==> src/rtl/mem_line_master.sv <==
// mem_line_master: cache-line burst master for a single-cycle, byte-addressable,
// 16-bit memory. A request optionally writes back one dirty line and then
// optionally fills a new line, one word beat at a time, and finishes with a
// one-cycle done pulse. Every memory-side output comes straight from a register.
//
// Build option: define MEM_LINE_CWF_EN for critical-word-first fills. The fill
// then starts at the word addressed by fill_addr_i and wraps around the line.
// Without it, fills always start at word 0.
`timescale 1ns/1ps
module mem_line_master #(
   parameter int WORDS       = 4,
   parameter int ADDR_WIDTH  = 16,
   parameter int WAIT_CYCLES = 0
) (
   input  logic                  clk_i,
   input  logic                  rst_ni,
   input  logic                  req_valid_i,
   output logic                  req_ready_o,
   input  logic                  req_wb_i,
   input  logic                  req_fill_i,
   input  logic [ADDR_WIDTH-1:0] wb_addr_i,
   input  logic [ADDR_WIDTH-1:0] fill_addr_i,
   input  logic [16*WORDS-1:0]   wb_line_i,
   output logic [16*WORDS-1:0]   fill_line_o,
   output logic                  done_o,
   output logic                  busy_o,
   output logic                  mem_en_o,
   output logic                  mem_wr_o,
   output logic [ADDR_WIDTH-1:0] mem_addr_o,
   output logic [15:0]           mem_wdata_o,
   input  logic [15:0]           mem_rdata_i
);

   localparam int                    IDX_W     = $clog2(WORDS);
   localparam logic [IDX_W-1:0]      CNT_LAST  = IDX_W'(WORDS - 1);
   localparam logic [3:0]            WAIT_LAST = 4'(WAIT_CYCLES);
   localparam logic [ADDR_WIDTH-1:0] OFF_MASK  = ADDR_WIDTH'(2 * WORDS - 1);

   typedef enum logic [1:0] {IDLE, WB, FILL, DONE} state_t;

   // Clear the byte-offset-within-line bits to get the line base address.
   function automatic logic [ADDR_WIDTH-1:0] line_base(input logic [ADDR_WIDTH-1:0] a);
      return a & ~OFF_MASK;
   endfunction

   // Byte address of word idx in the line at base; wraps at 2^ADDR_WIDTH.
   function automatic logic [ADDR_WIDTH-1:0] beat_addr(input logic [ADDR_WIDTH-1:0] base,
                                                       input logic [IDX_W-1:0]      idx);
      return base + ADDR_WIDTH'({idx, 1'b0});
   endfunction

   state_t                  state_q,     state_d;
   logic [IDX_W-1:0]        cnt_q,       cnt_d;
   logic [3:0]              wait_q,      wait_d;
   logic [ADDR_WIDTH-1:0]   wb_base_q,   wb_base_d;
   logic [ADDR_WIDTH-1:0]   fill_base_q, fill_base_d;
   logic [16*WORDS-1:0]     wb_line_q,   wb_line_d;
   logic                    fill_flag_q, fill_flag_d;
   logic [IDX_W-1:0]        cwf_off_q,   cwf_off_d;
   logic [16*WORDS-1:0]     fill_line_q, fill_line_d;
   logic                    mem_en_q,    mem_en_d;
   logic                    mem_wr_q,    mem_wr_d;
   logic [ADDR_WIDTH-1:0]   mem_addr_q,  mem_addr_d;
   logic [15:0]             mem_wdata_q, mem_wdata_d;

   logic                    beat_last;
   logic                    line_last;
   logic [IDX_W-1:0]        fill_idx_q;
   logic [IDX_W-1:0]        fill_idx_d;

   // The last held cycle of a beat, and the last beat of a line.
   assign beat_last  = (wait_q == WAIT_LAST);
   assign line_last  = beat_last && (cnt_q == CNT_LAST);

   // Fill word index; with critical-word-first it rotates from the requested word.
   assign fill_idx_q = cnt_q + cwf_off_q;
   assign fill_idx_d = cnt_d + cwf_off_d;

   // Next state: request capture, beat and hold counting, fill data capture.
   always_comb begin
      state_d     = state_q;
      cnt_d       = cnt_q;
      wait_d      = wait_q;
      wb_base_d   = wb_base_q;
      fill_base_d = fill_base_q;
      wb_line_d   = wb_line_q;
      fill_flag_d = fill_flag_q;
      cwf_off_d   = cwf_off_q;
      fill_line_d = fill_line_q;

      case (state_q)
         IDLE: begin
            if (req_valid_i) begin
               wb_base_d   = line_base(wb_addr_i);
               fill_base_d = line_base(fill_addr_i);
               wb_line_d   = wb_line_i;
               fill_flag_d = req_fill_i;
`ifdef MEM_LINE_CWF_EN
               cwf_off_d   = fill_addr_i[IDX_W:1];
`else
               cwf_off_d   = '0;
`endif
               cnt_d       = '0;
               wait_d      = '0;
               if (req_wb_i) begin
                  state_d = WB;
               end else if (req_fill_i) begin
                  state_d = FILL;
               end else begin
                  state_d = DONE;
               end
            end
         end

         WB, FILL: begin
            // Read data is combinational, so take it on the beat's final held cycle.
            if ((state_q == FILL) && beat_last) begin
               fill_line_d[16*fill_idx_q +: 16] = mem_rdata_i;
            end
            if (line_last) begin
               cnt_d   = '0;
               wait_d  = '0;
               state_d = ((state_q == WB) && fill_flag_q) ? FILL : DONE;
            end else if (beat_last) begin
               cnt_d  = cnt_q + 1'b1;
               wait_d = '0;
            end else begin
               wait_d = wait_q + 1'b1;
            end
         end

         DONE: begin
            state_d = IDLE;
         end

         default: begin
            state_d = IDLE;
         end
      endcase
   end

   // Memory-side values for the coming cycle, derived from the next state so they can be registered.
   always_comb begin
      mem_en_d    = 1'b0;
      mem_wr_d    = 1'b0;
      mem_addr_d  = '0;
      mem_wdata_d = '0;
      case (state_d)
         WB: begin
            mem_en_d    = 1'b1;
            mem_wr_d    = 1'b1;
            mem_addr_d  = beat_addr(wb_base_d, cnt_d);
            mem_wdata_d = wb_line_d[16*cnt_d +: 16];
         end
         FILL: begin
            mem_en_d    = 1'b1;
            mem_addr_d  = beat_addr(fill_base_d, fill_idx_d);
         end
         default: begin
         end
      endcase
   end

   // State and datapath registers; reset abandons any burst and clears the outputs.
   always_ff @(posedge clk_i or negedge rst_ni) begin
      if (!rst_ni) begin
         state_q     <= IDLE;
         cnt_q       <= '0;
         wait_q      <= '0;
         wb_base_q   <= '0;
         fill_base_q <= '0;
         wb_line_q   <= '0;
         fill_flag_q <= 1'b0;
         cwf_off_q   <= '0;
         fill_line_q <= '0;
         mem_en_q    <= 1'b0;
         mem_wr_q    <= 1'b0;
         mem_addr_q  <= '0;
         mem_wdata_q <= '0;
      end else begin
         state_q     <= state_d;
         cnt_q       <= cnt_d;
         wait_q      <= wait_d;
         wb_base_q   <= wb_base_d;
         fill_base_q <= fill_base_d;
         wb_line_q   <= wb_line_d;
         fill_flag_q <= fill_flag_d;
         cwf_off_q   <= cwf_off_d;
         fill_line_q <= fill_line_d;
         mem_en_q    <= mem_en_d;
         mem_wr_q    <= mem_wr_d;
         mem_addr_q  <= mem_addr_d;
         mem_wdata_q <= mem_wdata_d;
      end
   end

   assign req_ready_o = (state_q == IDLE);
   assign busy_o      = ~req_ready_o;
   assign done_o      = (state_q == DONE);
   assign fill_line_o = fill_line_q;
   assign mem_en_o    = mem_en_q;
   assign mem_wr_o    = mem_wr_q;
   assign mem_addr_o  = mem_addr_q;
   assign mem_wdata_o = mem_wdata_q;

endmodule

==> config.mk <==
export PLATFORM = sky130hd
export DESIGN_NAME = mem_line_master
export DESIGN_NICKNAME = d
export VERILOG_FILES = /design/src/rtl/mem_line_master.sv
export SDC_FILE = /design/constraint.sdc
export NUM_CORES = 1
export LEC_CHECK = 0
export BUFFER_PORTS_ARGS = -buffer_cell sky130_fd_sc_hd__buf_2
export CAP_MARGIN = 10
export CORE_MARGIN = 2
export CORE_UTILIZATION = 54
export CTS_CLUSTER_DIAMETER = 40
export DETAILED_ROUTE_END_ITERATION = 8
export GPL_ROUTABILITY_DRIVEN = 1
export PLACE_DENSITY = 0.89
export REMOVE_ABC_BUFFERS = 1
export SYNTH_ARGS = -nofsm -noshare
export SYNTH_HDL_FRONTEND = slang
export SYNTH_SLANG_ARGS = --single-unit
==> constraint.sdc <==
create_clock -name clk_i -period 5.1 [get_ports clk_i]
set_input_delay 1.02 -clock clk_i [delete_from_list [all_inputs] [get_ports clk_i]]
set_output_delay 1.02 -clock clk_i [all_outputs]
set_load 0.01 [all_outputs]
Word-level counts from Yosys, hierarchy flattened
Index checks and enable logic that the tools add are counted.

word-level totals
  output and inout bits = 101
  register bits after elaboration = 205
  logic and storage cells = 69

cells by class
  shift-type cells = 3
  reductions and logical operators = 11
  muxes and demuxes = 27
  add/sub/neg operators = 7
  bitwise operators = 1
  equality and inequality tests = 7

operators by type and width
  operator                    number
  $mux W64                    2
  $mux W16                    5
  $bwmux W64                  1
  $shift A16 B34 Y64 const A  1
  $shiftx A16 B34 Y64         1
  $shiftx A64 B7 Y16          1
  $neg A6 Y34                 1
  $add A16 B3 Y16             2
  $pmux W16 S2                1
  $mux W2                     8
  $mux W4                     3
  $eq A2 B2 Y1 const B        4
  $pmux W4 S2                 1
  $pmux W2 S3                 1
  $reduce_and A2 Y1           3
  $add A2 B2 Y2               2
  $add A4 B1 Y4 const B       1
  $eq A2 B1 Y1 const B        2
  $logic_not A4 Y1            1
  $mux W1                     4
  $pmux W2 S2                 1
  $reduce_or A2 Y1            2
  $logic_and A1 B1 Y1         3
  $add A2 B1 Y2 const B       1
  other kinds (4)             4

Logic depth before layout (Yosys ltp)
Gate-level depths: netlist of the first run.

  depth in word-level cells = 8
  gate-level depth with buffers = 18
  mapped depth without buffers = 16

Least setup slack after synthesis of the first run
No wires, ideal clock.

  path kind = in2reg
  from = in req_valid_i
  to = reg mem_addr_q[15] (netlist: mem_addr_o[15])
  data arrival time = 3.710 ns
  data required time = 5.018 ns
  stages = 14
  slack = 1.308 ns
  path buffers = 4
  path through = buf_2 -> nand2_1 -> clkbuf_1 -> clkbuf_1 -> and2_1 -> xnor2_1 -> xnor2_1 -> fa_1 -> a21boi_1 -> and4_1 -> buf_2 -> nand4_1 -> or3_1 -> a31oi_1

on the way
  cells in the longest elaborated chain, start to end = 5
  elaborated cells on any way between the ends = 16
  those cells by class = 3 x add/sub; 2 x eq/ne; 11 x mux

RTL lines
  element                 RTL line  source
  start: declaration      17        input logic req_valid_i,
  $mux W2                 93        if (req_valid_i) begin
  $mux W2                 91        case (state_q)
  via cwf_off_d[1]        59        logic [IDX_W-1:0] cwf_off_q, cwf_off_d;
  $add A2 B2 Y2           77        assign fill_idx_d = cnt_d + cwf_off_d;
  $add A16 B3 Y16         49        return base + ADDR_WIDTH'({idx, 1'b0});
  $pmux W16 S2            148       case (state_d)
  via mem_addr_d[15]      63        logic [ADDR_WIDTH-1:0] mem_addr_q, mem_addr_d;
  end signal: assignment  192       mem_addr_q <= mem_addr_d;
  end: declaration        63

The timed path passes the listed nets, and every way through them passes these cells.
A chain may end at the register's enable or synchronous reset.

Final worst setup path of the first run
  from = reg state_q[0]
  to = reg mem_addr_q[9] (netlist: mem_addr_o[9])

on the way
  cells in the longest elaborated chain, start to end = 7
  elaborated cells on any way between the ends = 20
  those cells by class = 3 x add/sub; 5 x eq/ne; 9 x mux; 3 x reduce/logical

RTL lines
  element                                                                  RTL line  source
  start: declaration                                                       52        state_t state_q, state_d;
  start signal: assignment                                                 181       state_q <= state_d;
  parallel branches: the longest is 6 deep, another holds $add A16 B3 Y16  --
  $pmux W16 S2 (*)                                                         148
  via mem_addr_d[9]                                                        63

Mark *: on every way through the listed nets, which the timed path passes.

==> flow_summary.ini, run 1 <==
[clocking]
clkLatencyLatePin_ps = 550
clkTransAtPathRegs_ps = 60
tritoncts = yes
cts_hold_buf = 0
htree_levels = 1
clock-root-buffer = clkbuf_16
cts_resized = 0
cts_sinks = 205
cts_setup_buffers = 0
clockBufferDepth = 3
cts_made_buffers = 30

[floorplan]
die_area_mm2 = 0.01817
die_y_um = 134.8
start_util_pct = 55.52
rows = 47
pin_count = 218
core_area_mm2 = 0.01664
die_w_um = 134.8

[synth]
synth_area_mm2 = 0.009240
synth.avg_cell_area_um2 = 9.487
synth.distinct_cells = 56
synth-edff-count = 0
ys_seq_elements = 205
syn_inst = 974
ys_warn_count = 0
synth_flop_cell = dfrtp_1
async_flop_share_pct = 100.0
seq_area_frac_synth_pct = 55.52

[drt]
vias_per_cell = 5.458
drcViolationCount = 0
wire_per_inst_um = 16.52
routed_wl_mm = 23.39
drtIter0Drc = 627
vias = 7728
drtAntennaViolNets = 0
drt-pass1-iter-count = 5

[layout]
seqCellArea_mm2 = 0.005130
mostFrequentLayoutCells = nand2_1 (380), buf_2 (210), dfrtp_1 (205)
fin_util_pct = 68.83
final_area_mm2 = 0.01145
drive_gt1_share_pct = 26.92
nets = 1312
fillers = 1247
final_common_cell = nand2_1
syn_to_final_growth_pct = 23.97
multi_input_area_mm2 = 0.003797
antenna_cells = 0

[critical_path]
critPathLaunch = state_q[0]
r2r_start = state_q[0]
arrival_ps = 4660
crit_type = reg -> reg
rr_worst_depth = 15
crit_path_max_fanout = 34
cp-start-kind = flip-flop
crit_end = mem_addr_o[9]
crit_path_end_kind = flip-flop
required_ps = 5510
timing.rr.end = mem_addr_o[9]
r2r_slack_ps = 850

[timing]
finClkSkew_ps = 10.40
tightestPinTransition_ps = 1144
fmax_mhz = 235.1
max_slew_margin_pct = 23.39
rsz0062_at_grt = false
hold_viol = 0
maxSlewViolCount = 0
setup_viol = 0
min_period_over_period_pct = 83.39
period_needed_ps = 4253
fin_setup_tns_ps = 0

[hold_path]
min_path_cells = 2
hold_class = reg -> reg

[grt]
grt_pass1_wl_mm = 37.74
grt_overflow = 0
track_usage_pct = 25.79
grt_pass1_vias = 7740
antenna_found_initial = 0
grt_max_degree = 89

[power]
total_power_uw = 7723
power_leakage_uw = 0.005833
max-vdd-ir-drop_mv = 0.3336
p_per_area_mw_per_mm2 = 674.3

[placement]
place_area_mm2 = 0.01043
place_hpwl_mm = 15.34
io_buffers = 211
gp_routability_congestion = 0.8545

[flow_run]
maxCapViolCount = 0

[outcome]
status = completed
[cell usage after synthesis, types with 2 or more instances]
| cell type | number | area share (%) |
|---|---|---|
| nand2_1 | 381 | 15 |
| dfrtp_1 | 205 | 56 |
| o21ai_0 | 74 | 4.0 |
| mux2_2 | 36 | 4.4 |
| clkbuf_1 | 34 | 1.4 |
| inv_1 | 25 | 1.0 |
| ha_1 | 20 | 2.7 |
| a22o_1 | 17 | 1.6 |
| nand3_1 | 17 | 0.92 |
| a21oi_1 | 13 | 0.70 |
| xnor2_1 | 13 | 1.2 |
| nor2_1 | 12 | 0.49 |
| mux2i_1 | 11 | 1.2 |
| and2_1 | 10 | 0.68 |
| buf_2 | 9 | 0.49 |
| nand4_1 | 9 | 0.61 |
| a31oi_1 | 6 | 0.41 |
| nor3b_1 | 5 | 0.41 |
| or3_1 | 5 | 0.34 |
| a22oi_1 | 4 | 0.32 |
| buf_6 | 4 | 0.49 |
| nand3b_1 | 4 | 0.32 |
| nor3_1 | 4 | 0.22 |
| or4_1 | 4 | 0.32 |
| a21o_1 | 3 | 0.24 |
| a32oi_1 | 3 | 0.28 |
| buf_4 | 3 | 0.24 |
| nand2b_1 | 3 | 0.20 |
| nor4_1 | 3 | 0.20 |
| o21ai_2 | 3 | 0.28 |
| o31ai_1 | 3 | 0.24 |
| a21boi_0 | 2 | 0.16 |
| a32o_1 | 2 | 0.22 |
| and4_1 | 2 | 0.19 |
| fa_1 | 2 | 0.43 |
| o21a_1 | 2 | 0.16 |
| xor2_1 | 2 | 0.19 |
[how the worst min path moves through the flow]
| stage | from | slack (ps) | end |
|---|---|---|---|
| floorplan | wb_line_q[16] | 440 | wb_line_q[16] |
| finish | wb_line_q[55] | 460 | wb_line_q[55] |
| detailed placement | wb_line_q[55] | 450 | wb_line_q[55] |
| global placement | wb_line_q[28] | 450 | wb_line_q[28] |
| global route | wb_line_q[12] | 480 | wb_line_q[12] |
| CTS | wb_line_q[55] | 470 | wb_line_q[55] |
[cell families after synthesis]
group / share of synthesized area, %
buf+inv: 3.710
simple gates: 20.92
xor+xnor: 1.422
mux: 5.579
compound gates: 9.709
fa+ha+maj: 3.142
flops: 55.52
[per-stage QoR]
| stage | hold slack (ps) | setup slack (ps) | std cells |
|---|---|---|---|
| after floorplan | 435.8 | 447.7 | 922 |
| after global placement | 447.5 | 666.5 | 1361 |
| after detailed placement | 453.0 | 635.2 | 1361 |
| after CTS | 466.5 | 821.3 | 1416 |
| after global routing | 482.3 | 546.7 | 1416 |
| final | 463.4 | 847.0 | 1416 |
[power breakdown]
part / switching (uW) / internal, uW
Sequential: 304 / 2330
Combinational: 1870 / 1190
Clock: 800 / 1230
[state kept, by name (all words and copies together) (netlist names)]
name and cells:
wb_base_q 16, fill_flag_q 1, state_q 2, wb_line_q 64
fill_base_q 16, mem_en_o 1, wait_q 4, mem_wr_o 1
mem_addr_o 16, fill_line_o 64, cwf_off_q 2, cnt_q 2
mem_wdata_o 16
[worst max-delay path: stages (launching register included)]
cell	delay, ps
dfrtp_1	430
inv_1	100
ha_1	150
buf_4	240
inv_1	120
nor2_1	370
o21ai_0	240
o21ai_4	110
buf_4	430
ha_1	250
inv_1	50
fa_1	460
or3_4	470
or4_1	410
a32oi_1	220
nor2_1	60
[routing by layer]
| metal | track usage, % | up-vias | share of wire [%] |
|---|---|---|---|
| met1 | 33.46 | 3704 | 41 |
| li1 | - | 3624 | - |
| met3 | 3.566 | 73 | 7.1 |
| met2 | 43.71 | 327 | 49 |
| met4 | 10.94 | 0 | 3.4 |
| met5 | 0 | - | 0 |
[final cells by class]
cell class,count,area share [%]
inverters,25,0.8192
well taps,220,2.403
flip-flops and latches,205,44.78
clock buffers,33,6.827
multi-input cells,692,33.15
repair buffers,219,9.929
clock inverters,22,2.086
(Power assumes the default switching activity.)
==> run 2: changes to the inputs <==
--- a/config.mk
+++ b/config.mk
@@ -5,14 +5,15 @@
 export SDC_FILE = /design/constraint.sdc
 export NUM_CORES = 1
 export LEC_CHECK = 0
+export ABC_AREA = 1
 export BUFFER_PORTS_ARGS = -buffer_cell sky130_fd_sc_hd__buf_2
 export CAP_MARGIN = 10
 export CORE_MARGIN = 2
-export CORE_UTILIZATION = 54
+export CORE_UTILIZATION = 50
 export CTS_CLUSTER_DIAMETER = 40
 export DETAILED_ROUTE_END_ITERATION = 8
 export GPL_ROUTABILITY_DRIVEN = 1
-export PLACE_DENSITY = 0.89
+export PLACE_DENSITY = 0.86
 export REMOVE_ABC_BUFFERS = 1
 export SYNTH_ARGS = -nofsm -noshare
 export SYNTH_HDL_FRONTEND = slang
==> constraint.sdc (replaced) <==
create_clock -name clk_i -period 3.8 [get_ports clk_i]
set_input_delay 0.76 -clock clk_i [delete_from_list [all_inputs] [get_ports clk_i]]
set_output_delay 0.76 -clock clk_i [all_outputs]
set_load 0.01 [all_outputs]
==> run 2 against run 1 <==
  * Power up 45%
  * Flip-flop and latch count unchanged
  * Sequential share of layout area down 3.1 points
  * Wire length up 13%
  * Synthesized area up 8.0%
  * Sequential power up 32%
  * Clock-buffer cell count up 2
==> flow_summary.ini, run 2 <==
[outcome]
status = completed

[floorplan]
core_area_mm2 = 0.01953
die_w_um = 145.3
pin_count = 218
die_y_um = 145.3
die_area_mm2 = 0.02111
start_util_pct = 51.13
rows = 51

[drt]
drtIter0Drc = 601
wire_per_inst_um = 15.89
vias = 9027
routed_wl_mm = 26.53
drtAntennaViolNets = 0
drcViolationCount = 0
vias_per_cell = 5.409
drt-pass1-iter-count = 5

[critical_path]
cp-start-kind = flip-flop
crit_path_end_kind = flip-flop
path_delay_family = adder cells
required_ps = 4280
cp_num_buf_inv = 3
worstPathCellList = inv_1, ha_1, nand2_8, inv_2, nor2_1, ha_1, xnor2_1, xnor2_1, ha_1, nand2_1, nand2_1, nand3_1, inv_1, nand3_1, nand3_1, nand3_1, a21oi_1
crit_path_frequent_cell = nand3_1
arrival_ps = 3710
crit_path_max_fanout = 33
critPathSlowestCell = dfrtp_1
crit_type = reg -> reg
cpPeakStageDelay_ps = 400

[grt]
grt_overflow = 0
antenna_found_initial = 3
gr-usage-met3_pct = 5.377
busiest_layer = met2
grt_pass1_vias = 8750
grt_pass1_wl_mm = 43.03
grt_max_degree = 79
met1_usage_pct = 30.93
grtUsageMet2_pct = 41.64
track_usage_pct = 24.70

[hold_path]
hold_class = in -> async

[synth]
synth.top_cell.area_share_pct = 51.38
synth-edff-count = 0
ys_top_cells_by_area = dfrtp_1 (51%), nand3_1 (7.5%), nand2_1 (7.2%)
yosys.area.top_type = dfrtp_1
async_flop_share_pct = 100.0
syn_inst = 1177
yosysMostFrequentCell = dfrtp_1
synth.avg_cell_area_um2 = 8.482
yosys-top-cells-count = dfrtp_1 (205), nand2_1 (192), nand3_1 (149)
ys_seq_elements = 205
ys_warn_count = 0
synth_flop_cell = dfrtp_1
synth_area_mm2 = 0.009983
synth.distinct_cells = 37
seq_area_frac_synth_pct = 51.38

[clocking]
htree_levels = 1
cts_setup_buffers = 0
tritoncts = yes
cts_resized = 0
cts_made_buffers = 30
clockBufferDepth = 3
clkLatencyLatePin_ps = 560
clkTransAtPathRegs_ps = 60
cts_hold_buf = 0
clock-root-buffer = clkbuf_16
cts_sinks = 205

[timing]
max_slew_margin_pct = 56.67
period_needed_ps = 3238
tightestPinTransition_ps = 650.0
setup_viol = 0
rsz0062_at_grt = false
hold_viol = 0
setup_ws_ps = 562.3
fin_setup_tns_ps = 0
whs_ps = 211.4
maxSlewViolCount = 0
min_period_over_period_pct = 85.20
finClkSkew_ps = 28.10
fmax_mhz = 308.9

[placement]
place_hpwl_mm = 17.57
place_worst_setup_slack_ps = 522.9
gp_routability_congestion = 0.9107
io_buffers = 211
place_area_mm2 = 0.01125

[power]
max-vdd-ir-drop_mv = 0.5538
power_leakage_uw = 0.006030
p_per_area_mw_per_mm2 = 907.5

[layout]
fin_util_pct = 63.05
syn_to_final_growth_pct = 23.31
final_area_mm2 = 0.01231
mostFrequentLayoutCells = buf_2 (210), dfrtp_1 (205), nand2_1 (192)
final_common_cell = buf_2
drive_gt1_share_pct = 28.67
nets = 1519

[flow_run]
maxCapViolCount = 0
[run 2: changes by cell type after synthesis, moves of 17 or more]
| cell | before | now |
|---|---|---|
| mux2_2 | 36 | 0 |
| nand4_1 | 9 | 42 |
| nand2_1 | 381 | 192 |
| nor2_1 | 12 | 64 |
| a21oi_1 | 13 | 57 |
| a22o_1 | 17 | 0 |
| nand3_1 | 17 | 149 |
| or2_2 | 1 | 65 |
| o21ai_0 | 74 | 119 |
| nand2_2 | 0 | 20 |
| inv_1 | 25 | 131 |
[run 2: worst paths after layout]
kind / startpoint / end / slack (ps) / cells past startpoint
max in group asynchronous: rst_ni / fill_line_o[22] / 2660 / 2
hold / removal: rst_ni / fill_line_o[11] / 210 / 1
setup / recovery: state_q[0] / mem_addr_o[12] / 560 / 17
setup reg to reg: state_q[0] / mem_addr_o[12] / 560 / 17
min in group clk_i: wb_line_i[22] / wb_line_q[22] / 460 / 3
hold reg to reg: wb_base_q[0] / wb_base_q[0] / 490 / 2
[run 2: per-stage QoR]
step           power [uW]  std cells
2_1_floorplan        6491       1111
3_3_place_gp         8071       1613
5_1_grt             11920       1669
4_1_cts             11190       1667
6_report            11170       1669
3_5_place_dp         8241       1613
[run 2: metal layers]
metal,wire length (um),vias up
met3,2283,87
met1,10330,4237
met5,12,-
li1,-,4250
met4,1024,2
met2,12880,451
[run 2: area by class of cell]
| type | count | area (um2) |
|---|---|---|
| multi-input cells | 767 | 3990 |
| diodes | 2 | 5.005 |
| fillers | 1596 | 7216 |
| clock buffers | 35 | 799.5 |
| inverters | 139 | 524.3 |
| well taps | 265 | 331.6 |
| clock inverters | 19 | 257.7 |
| flip-flops and latches | 205 | 5130 |
| repair buffers | 237 | 1272 |
[run 2: power by group]
group          switching, uW  internal [uW]
Combinational           3190           1650
Sequential               362           3120
Clock                   1050           1800
Total                   4610           6570
[run 2: worst register-to-register path, cell delays in order (launching register included)]
cell     delay, ps
dfrtp_1        400
inv_1          120
ha_1           370
nand2_8        200
inv_2          230
nor2_1          90
ha_1           190
xnor2_1        210
xnor2_1        150
ha_1           310
nand2_1         50
nand2_1         50
nand3_1        180
inv_1          190
nand3_1        110
nand3_1         80
nand3_1        100
a21oi_1        150
[run 2: logic make-up after synthesis]
logic type,count (synthesis),synth area share (%)
adders and majority gates,22,2.908
AOI/OAI and AO/OA,190,9.876
xor gates and xnor gates,5,0.4387
and+or+nand+nor,550,26.72
DFF,205,51.38
buffers and inverters,205,8.673
==> run 3: changes to the inputs <==
--- a/config.mk
+++ b/config.mk
@@ -6,14 +6,14 @@
 export NUM_CORES = 1
 export LEC_CHECK = 0
 export ABC_AREA = 1
-export BUFFER_PORTS_ARGS = -buffer_cell sky130_fd_sc_hd__buf_2
 export CAP_MARGIN = 10
 export CORE_MARGIN = 2
-export CORE_UTILIZATION = 50
+export CORE_UTILIZATION = 58
 export CTS_CLUSTER_DIAMETER = 40
 export DETAILED_ROUTE_END_ITERATION = 8
+export DONT_BUFFER_PORTS = 1
 export GPL_ROUTABILITY_DRIVEN = 1
-export PLACE_DENSITY = 0.86
+export PLACE_DENSITY = 0.85
 export REMOVE_ABC_BUFFERS = 1
 export SYNTH_ARGS = -nofsm -noshare
 export SYNTH_HDL_FRONTEND = slang
==> run 3 against run 2 <==
  * The run now ends with hold timing left
  * Core utilization is 3.4 points higher
  * Clock skew fell by 17 ps
  * Sequential share of layout area up 4.6 points
  * Via count decreased by 10%
  * Clock-buffer cell count did not move
  * Non-clock buffer count decreased by 218
  * Flip-flop and latch count unchanged
  * Register-to-register slack got worse by 130 ps
  * Combinational power shrank 18%
  * Cell count shrank 16%
  * Hold slack lost 290 ps
  * Largest power group unchanged
  * Highest routed layer is now met4
==> flow_summary.ini, run 3 (synthesis gave the netlist of run 2 again) <==
[timing]
period_needed_ps = 3370
max_slew_margin_pct = 35.68
rsz0062_at_grt = false
fmax_mhz = 296.7
finClkSkew_ps = 11.28
min_period_over_period_pct = 88.69
whs_ps = -75.28
maxSlewViolCount = 0
hold_viol = 205
tightestPinTransition_ps = 961.2
setup_viol = 0
fin_setup_tns_ps = 0

[critical_path]
worstPathCellList = inv_1, ha_1, nand3_4, inv_2, nand2_1, nand2_1, inv_2, nand2_2, nand2_2, ha_1, xnor2_1, xnor2_1, ha_1, nand2_1, nand2_1, nand3_1, nor2_4, nand2_1, nand3_1, nand3_1, a21oi_1
critical_path_depth = 21
path_delay_family = simple AND/OR/NAND/NOR gates
crit_path_max_fanout = 15
r2r_slack_ps = 430
arrival_ps = 3820
critPathSlowestCell = dfrtp_1
crit_path_frequent_cell = nand2_1
rr_worst_depth = 21
cp-start-kind = flip-flop
cpPeakStageDelay_ps = 390
cp_num_buf_inv = 3
crit_type = reg -> reg
required_ps = 4240
crit_path_end_kind = flip-flop

[floorplan]
die_area_mm2 = 0.01828
start_util_pct = 59.78
die_y_um = 135.2
core_area_mm2 = 0.01670
die_w_um = 135.2
pin_count = 218
rows = 47

[layout]
final_area_mm2 = 0.01110
mostFrequentLayoutCells = dfrtp_1 (205), nand2_1 (192), nand3_1 (149)
syn_to_final_growth_pct = 11.15
drive_gt1_share_pct = 15.46
instances_no_fill = 1405
nets = 1300
final_common_cell = dfrtp_1

[clocking]
cts_resized = 0
clkTransAtPathRegs_ps = 60
cts_made_buffers = 29
clock-root-buffer = clkbuf_16
cts_sinks = 205
clockBufferDepth = 3
tritoncts = yes
htree_levels = 1
cts_setup_buffers = 0
clkLatencyLatePin_ps = 530

[grt]
grt_max_degree = 206
grt_pass1_vias = 7910
busiest_layer = met2
grtUsageMet2_pct = 43.60
grt_overflow = 0
antenna_found_initial = 1
met1_usage_pct = 33.48
grt_pass1_wl_mm = 39.30
gr-usage-met3_pct = 7.856
track_usage_pct = 26.66

[drt]
vias_per_cell = 5.772
vias = 8109
drtIter0Drc = 725
routed_wl_mm = 24.73
drt-pass1-iter-count = 5
wire_per_inst_um = 17.60
drtAntennaViolNets = 0
drcViolationCount = 0

[flow_run]
maxCapViolCount = 0

[power]
power_leakage_uw = 0.005130
max-vdd-ir-drop_mv = 0.5276
p_sw_share_pct = 41.73
p_per_area_mw_per_mm2 = 954.1
combPwrFrac_pct = 37.7
p_int_uw = 6169
power_frac_seq_pct = 35.7
p_switching_uw = 4419
p_clk_share_pct = 26.6

[placement]
gp_routability_congestion = 0.8846
place_area_mm2 = 0.01006
io_buffers = 0
place_hpwl_mm = 15.90
dpl.cell_count = 1350

[hold_path]
hold_class = in -> async

[outcome]
status = complete, but fails checks
violations = hold timing
-- run 3: cell types whose count changed in the layout (fill, tap and decap cells not counted), moves of 2 or more --
cell        change
buf_4           -6
clkinvlp_4      -2
clkinv_4        +2
clkinv_2        -2
buf_2         -210
inv_6           +2
-- run 3: cell type report --
| class | count | area, um2 |
|---|---|---|
| fill | 1303 | 5604 |
| sequential | 205 | 5130 |
| multi-input combinational | 767 | 3990 |
| clock buffer | 35 | 778.2 |
| inverter | 139 | 524.3 |
| tap | 220 | 275.3 |
| clock inverter | 19 | 254.0 |
| timing repair buffer | 19 | 142.6 |
| antenna | 1 | 2.502 |
-- run 3: metal layers --
layer  part of all wire, %  up-vias
li1                      -     3805
met1                    38     3807
met2                    48      429
met3                    11       68
met4                   3.6        0
met5                     0        -
-- run 3: power groups by stage --
| stage | clock network, uW | logic, uW | registers [uW] |
|---|---|---|---|
| after CTS | 2850 | 3970 | 3780 |
| after global routing | 2950 | 4490 | 3870 |
| final | 2810 | 3990 | 3780 |
| after floorplan | 0 | 2870 | 3620 |
| after detailed placement | 0 | 3910 | 3810 |
| after global placement | 0 | 3780 | 3770 |
-- run 3: final timing paths --
check	start	endpoint
worst max-delay path	wait_q[0]	mem_addr_o[10]
worst min-delay path	rst_ni	fill_line_o[13]
worst max register to register	wait_q[0]	mem_addr_o[10]
worst min register to register	wb_base_q[0]	wb_base_q[0]
max in group asynchronous	rst_ni	wb_base_q[14]
min in group clk_i	mem_rdata_i[2]	fill_line_o[2]
-- run 3: stage by stage --
step                      power [uW]  worst slack [ps]  util, %  hold slack, ps
after CTS                      10600             412.7    66.43          -94.55
after global placement          7546             519.3    60.25           470.1
after floorplan                 6491            -356.0        -           453.6
after detailed placement        7718             435.7    60.25           468.6
final                          10590             429.8    66.44          -75.28
after global routing           11310             98.37    66.44          -100.3
